==> config.mk <==
export PLATFORM = sky130hd
export DESIGN_NAME = serial_adder_ctrl
export DESIGN_NICKNAME = d
export VERILOG_FILES = /design/src/rtl/serial_adder_ctrl.sv
export SDC_FILE = /design/constraint.sdc
export NUM_CORES = 1
export LEC_CHECK = 0
export CAP_MARGIN = 20
export CORE_MARGIN = 1.5
export CORE_UTILIZATION = 35
export CTS_CLUSTER_SIZE = 20
export DETAILED_ROUTE_END_ITERATION = 6
export GPL_TIMING_DRIVEN = 0
export PLACE_DENSITY = 0.68
export RECOVER_POWER = 50
export SLEW_MARGIN = 20
export SYNTH_ARGS = -nofsm -noshare
export SYNTH_HDL_FRONTEND = slang
export SYNTH_SLANG_ARGS = --single-unit
==> constraint.sdc <==
create_clock -name clk -period 3 [get_ports clk]
set_input_delay 0.45 -clock clk [delete_from_list [all_inputs] [get_ports clk]]
set_output_delay 0.45 -clock clk [all_outputs]
set_load 0.01 [all_outputs]
==> src/rtl/serial_adder_ctrl.sv <==
// Bit-serial adder controller driving an external 1-bit full adder, LSB first.
// Optional macro SERIAL_ADDER_SUB_EN adds a `sub` input for A - B.
module serial_adder_ctrl #(
    parameter int WIDTH = 8
) (
    input  logic             clk,
    input  logic             rst,
    input  logic             start,
    input  logic [WIDTH-1:0] A,
    input  logic [WIDTH-1:0] B,
    input  logic             Cin,
`ifdef SERIAL_ADDER_SUB_EN
    input  logic             sub,
`endif
    output logic             busy,
    output logic             done,
    output logic [WIDTH-1:0] Sum,
    output logic             Carry,
    output logic             fa_a,
    output logic             fa_b,
    output logic             fa_c,
    input  logic             fa_sum,
    input  logic             fa_carry
);

    localparam int CW = $clog2(WIDTH + 1);

    typedef enum logic [1:0] {IDLE, RUN, DONE} state_t;

    state_t           state_q, state_d;
    logic [WIDTH-1:0] a_q, a_d, b_q, b_d, sum_q, sum_d;
    logic             carry_q, carry_d;
    logic [CW-1:0]    cnt_q, cnt_d;
    logic             busy_q, busy_d, done_q, done_d;
    logic [WIDTH-1:0] b_load;
    logic             c_load;

`ifdef SERIAL_ADDER_SUB_EN
    // Subtraction is A + ~B + 1; the final carry is the inverted borrow.
    assign b_load = sub ? ~B : B;
    assign c_load = sub ? 1'b1 : Cin;
`else
    assign b_load = B;
    assign c_load = Cin;
`endif

    always_comb begin
        state_d = state_q;
        a_d     = a_q;
        b_d     = b_q;
        sum_d   = sum_q;
        carry_d = carry_q;
        cnt_d   = cnt_q;
        case (state_q)
            IDLE: begin
                if (start) begin
                    a_d     = A;
                    b_d     = b_load;
                    carry_d = c_load;
                    cnt_d   = '0;
                    state_d = RUN;
                end
            end
            RUN: begin
                sum_d   = {fa_sum, sum_q[WIDTH-1:1]};
                a_d     = a_q >> 1;
                b_d     = b_q >> 1;
                carry_d = fa_carry;
                cnt_d   = cnt_q + CW'(1);
                if (cnt_q == CW'(WIDTH - 1)) state_d = DONE;
            end
            DONE:    state_d = IDLE;
            default: state_d = IDLE;
        endcase
        busy_d = (state_d == RUN);
        done_d = (state_d == DONE);
    end

    always_ff @(posedge clk) begin
        if (rst) begin
            state_q <= IDLE;
            a_q     <= '0;
            b_q     <= '0;
            sum_q   <= '0;
            carry_q <= 1'b0;
            cnt_q   <= '0;
            busy_q  <= 1'b0;
            done_q  <= 1'b0;
        end else begin
            state_q <= state_d;
            a_q     <= a_d;
            b_q     <= b_d;
            sum_q   <= sum_d;
            carry_q <= carry_d;
            cnt_q   <= cnt_d;
            busy_q  <= busy_d;
            done_q  <= done_d;
        end
    end

    assign busy  = busy_q;
    assign done  = done_q;
    assign Sum   = sum_q;
    assign Carry = carry_q;
    // Full-adder drive is gated so it reads as zero outside RUN.
    assign fa_a  = busy_q & a_q[0];
    assign fa_b  = busy_q & b_q[0];
    assign fa_c  = busy_q & carry_q;

endmodule

======== Word level (Yosys, flattened, before mapping) ========
Cells that the tools add are included.
word-level totals
  register bits ........................... 33
  bits of input ports ..................... 22
  output and inout bits ................... 14
operators by class
  $add $sub $neg .......................... 1
  equality and inequality tests ........... 5
  mux-type cells .......................... 11
  bitwise operators ....................... 3
  reductions and logical operators ........ 3
operators by type and width
  kind                                            number
  one-hot mux 8 bit (2 select lines)              2
  two-way mux 8 bit                               2
  one-hot mux 4 bit (2 select lines)              1
  adder 4 x 1 -> 4 bit (second input constant)    1
  == test 2 x 1 -> 1 bit (second input constant)  2
  == test 4 x 3 -> 1 bit (second input constant)  1
  two-way mux 2 bit                               2
  two-way mux 4 bit                               1
  one-hot mux 2 bit (2 select lines)              1
  bitwise AND 1 bit                               3
  == test 2 bit (second input constant)           1
  zero test 2 bit                                 1
  != test 2 bit (second input constant)           1
  one-hot mux 1 bit (2 select lines)              1
  AND reduction 2 bit                             1
  nonzero test 2 bit                              1
  two-way mux 1 bit                               1

======== Depth between registers and ports, before layout ========
  depth in word-level cells ............... 4
  depth in mapped cells ................... 6
  mapped depth without buffers ............ 3

======== Worst setup path after synthesis ========
No wires, ideal clock.
  kind .................................... in2reg
  from .................................... in start
  to ...................................... reg carry_q, in the netlist Carry
  library setup time ...................... 0.136 ns
  arrival time ............................ 1.145 ns
  required time ........................... 2.864 ns
  path slack .............................. 1.719 ns
  stages .................................. 6
  path buffers ............................ 3
  cells stage by stage .................... buf_4 -> o21ba_1 -> buf_6 -> buf_8 -> nor2_2 -> a211oi_2
between the ends
  word-level cells in the longest chain between the ends .. 2
RTL lines
  what                           line  text
  start: declaration             8     input logic start,
  != test 2 bit (no line)        -
  AND reduction 2 bit (no line)  -
  end signal: assignment         94    carry_q <= carry_d;
  end: declaration               32    logic carry_q, carry_d;
Every way passes these cells.
A chain may end at the register's enable or synchronous reset.

======== Final worst setup path ========
  from .................................... reg state_q[1]
  to ...................................... reg a_q[2]
between the ends
  word-level cells in the longest chain between the ends .. 3
RTL lines
  what                                                                  line  text
  start: declaration                                                    30    state_t state_q, state_d;
  start signal: assignment                                              90    state_q <= state_d;
  == test 2 x 1 -> 1 bit / zero test 2 bit (equally long branches)      54    case (state_q)
  nonzero test 2 bit (no line) / != test 2 bit (equally long branches)  -
  AND reduction 2 bit (no line)                                         -
  end signal: assignment                                                82    a_q <= '0;
  end signal: assignment                                                91    a_q <= a_d;
  end: declaration                                                      31    logic [WIDTH-1:0] a_q, a_d, b_q, b_d, sum_q, sum_d;
Parallel ways exist; a longest one is shown, timed or not.

==> results.cfg <==
[finish]
drive_above_1_share = 0.143
diodes = 0
multi_input_area_um2 = 658
nets = 218
stdcell_area_um2 = 1860
fillers = 419
area_growth_pct = 28.4
post-route-util = 0.465
seq_area_um2 = 661

[critical_path]
r2r_end = a_q[2]$_SDFFE_PP0P_
setup.worst_path.end = a_q[2]$_SDFFE_PP0P_
cp_max_fo = 10
worstPathRequired_ps = 3220
cp.arrival_ps = 2050
path_delay_family = buffers and inverters
critPathLaunchType = flip-flop
worstSetupPathType = reg2reg
r2r-start = state_q[1]$_SDFF_PP0_
cpMostUsedCell = clkbuf_1
end_kind = flip-flop
worstPathBufferInverterCount = 2
slowest_stage = clkbuf_1
path_depth = 5
slowest_delay_ps = 590
reg2regPathDepth = 5
cp-startpoint = state_q[1]$_SDFF_PP0_
worst-r2r-setup-slack_ps = 1160
cp_cell_sequence = o21ba_1 -> clkbuf_1 -> clkbuf_1 -> nor2_1 -> a211oi_2

[job]
cap_violations = 0

[route]
wl_per_cell_um = 13.5
drc = 0
first_pass_iters = 4
final_antenna_net_count = 0
vias_per_cell = 5.03
drtIter0Drc = 65
vias = 1238
wl_mm = 3.32

[logic_synthesis]
synth_top_cell_by_area = dfxtp_1
yosysUniqueCellTypes = 34
synth_fa_ha_area_frac = 0.00864
yosysMostFrequentCell = dfxtp_1
synth-edff-count = 0
ys.flop_type = dfxtp_1
synth_common_cells = dfxtp_1, nand2_1, nor2_1
yosysSeqAreaShare = 0.456
yosys_register_bits = 33
async_flop_share = 0
synth_simple_gate_area_frac = 0.205
syn_inst = 155
ys_top_cells_by_area = dfxtp_1, a211oi_2, nand2_1
synth_top_area_frac = 0.456
synth_compound_area_frac = 0.257
muxShareOfSynthArea = 0.00691
avgSynthCellArea_um2 = 9.35
yosysWarnings = 0
synth_top_family_by_area = compound AO/OA/AOI/OAI gates
synthXorXnorAreaFrac = 0
syn_area_um2 = 1450
synth_nets = 178

[timing]
max-slew-margin-rel = 0.532
fmax_mhz = 544
finalHoldViolCount = 0
fin_tns_setup_ps = 0
period_needed_ps = 1840
setup_viol = 0
rsz0062_at_grt = no
final-max-slew-violation-count = 0
fin_skew_ps = 6.19
tightest_slew_ps = 703
worst_slack_ps = 1160
fin_crit_sh = 0.613

[place]
port_buffers = 33
place_hpwl_mm = 2.23
placed_cell_area_um2 = 1840
place_ws_ps = 1480
gp_congestion = 0.794

[floorplan]
die-area_um2 = 4530
die_height_um = 67.3
core_region_area_um2 = 4000
start_util = 0.362
io_pins = 36
die_w_um = 67.3
rows = 23

[clocking]
post_cts_resized = 0
cts_setup_buffers = 0
clock-sinks = 33
cts_hold_buf = 0
clk_pin_slew_ps = 70
worstSkewPairLatency_ps = 290
cts_buffer_depth = 2
cts_inserted_buffers = 5
tritoncts = yes
cts-root-buf = clkbuf_8
cts.htree.levels = 2

[grt]
grt_remaining_overflow = 0
antenna_found_initial = 0
first_global_vias = 1295
grt_pass1_wl_mm = 5.85
grt_max_degree = 11
track_usage = 0.171

[pwr]
p_leak_uw = 0.000666
switching_share = 0.260
pwr-share-comb = 0.142
total_power_uw = 935
p_int_uw = 692
irDropWorstVdd_mv = 0.300
seqPwrFrac = 0.512
p_per_area_nw_per_um2 = 503
pwr-share-clk = 0.346
power_switching_uw = 244

[status]
status = completed

[worst_hold_path]
hold_path.class = reg2reg
worstHoldPathCells = 2
==> cell usage in the layout (no fill, tap or decap) <==
| cell | netlist | routed |
|---|---|---|
| and2_1 | 3 | 3 |
| o21ba_1 | 1 | 1 |
| clkbuf_1 | 1 | 6 |
| clkinv_2 | 0 | 2 |
| mux2i_1 | 1 | 1 |
| inv_1 | 2 | 2 |
| and4b_1 | 1 | 1 |
| nand3_1 | 2 | 2 |
| buf_4 | 2 | 1 |
| nor4b_1 | 2 | 2 |
| o21bai_1 | 0 | 1 |
| nand2b_1 | 2 | 2 |
| o2bb2ai_1 | 5 | 5 |
| nor2_2 | 10 | 9 |
| nor3b_1 | 1 | 1 |
| clkdlybuf4s50_1 | 0 | 33 |
| ha_1 | 1 | 1 |
| a21oi_1 | 10 | 10 |
| or3_1 | 1 | 1 |
| nor3_1 | 3 | 3 |
| nor2_1 | 14 | 15 |
| buf_1 | 2 | 2 |
| a211oi_1 | 5 | 10 |
| a211oi_2 | 10 | 5 |
| clkbuf_2 | 1 | 1 |
| o211a_1 | 1 | 1 |
| nand2_1 | 18 | 19 |
| dfxtp_1 | 33 | 33 |
| o22ai_1 | 9 | 9 |
| clkbuf_8 | 0 | 5 |
| a22oi_1 | 3 | 3 |
| buf_2 | 4 | 4 |
| a31oi_1 | 1 | 1 |
| and2b_4 | 1 | 1 |
==> routing by layer <==
layer,vias to the layer above,track usage,part of all wire
li1,628,-,-
met1,576,0.211,0.48
met2,27,0.275,0.45
met3,7,0.0417,0.053
met4,0,0.0918,0.022
met5,-,0,0
==> power by group through the flow <==
stage | registers [uW] | clock network, uW | logic, uW
3_3_place_gp | 488 | 0 | 144
4_1_cts | 479 | 334 | 146
6_report | 479 | 324 | 133
5_1_grt | 482 | 354 | 149
2_1_floorplan | 487 | 0 | 90.9
3_5_place_dp | 489 | 0 | 145
==> cell families (layout without fill, tap and decap cells) <==
kind of cell               after synthesis  after routing
buffers and inverters                   15             56
adders and majority gates                1              1
AOI/OAI and AO/OA                       46             46
muxes                                    1              1
DFF                                     33             33
and+or+nand+nor                         59             59
==> tightest hold or removal path, cell delays in order (launching register included) <==
cell     delay, ps
dfxtp_1        310
nand2_1         50
a21oi_1         50
==> metrics by stage <==
step	hold WS (ps)	instances
detailed placement	451	238
global route	504	246
CTS	461	246
floorplan	471	155
global placement	449	238
finish	460	246
==> sequential cells by signal (all words and copies together) (netlist names) <==
signal and cells:
busy 1, Sum 8, done 1, b_q 8
Carry 1, state_q 2, cnt_q 4, a_q 8
==> area by class of cell <==
class	count	share of cell area
Clock inverter	2	0.00538
Timing Repair Buffer	33	0.178
Multi-Input combinational cell	107	0.354
Sequential cell	33	0.355
Inverter	2	0.00403
Tap cell	50	0.0336
Clock buffer	6	0.0390
Buffer	13	0.0316
==> worst min-delay path by stage <==
stage	startpoint	to	slack, ps
finish	Sum[0]$_SDFFE_PP0P_	Sum[0]$_SDFFE_PP0P_	460
detailed placement	Sum[0]$_SDFFE_PP0P_	Sum[0]$_SDFFE_PP0P_	450
global route	Sum[0]$_SDFFE_PP0P_	Sum[0]$_SDFFE_PP0P_	500
CTS	Sum[0]$_SDFFE_PP0P_	Sum[0]$_SDFFE_PP0P_	460
global placement	Sum[0]$_SDFFE_PP0P_	Sum[0]$_SDFFE_PP0P_	450
floorplan	cnt_q[3]$_SDFFE_PP0P_	done$_SDFF_PP0_	470
(Power assumes the default switching activity.)
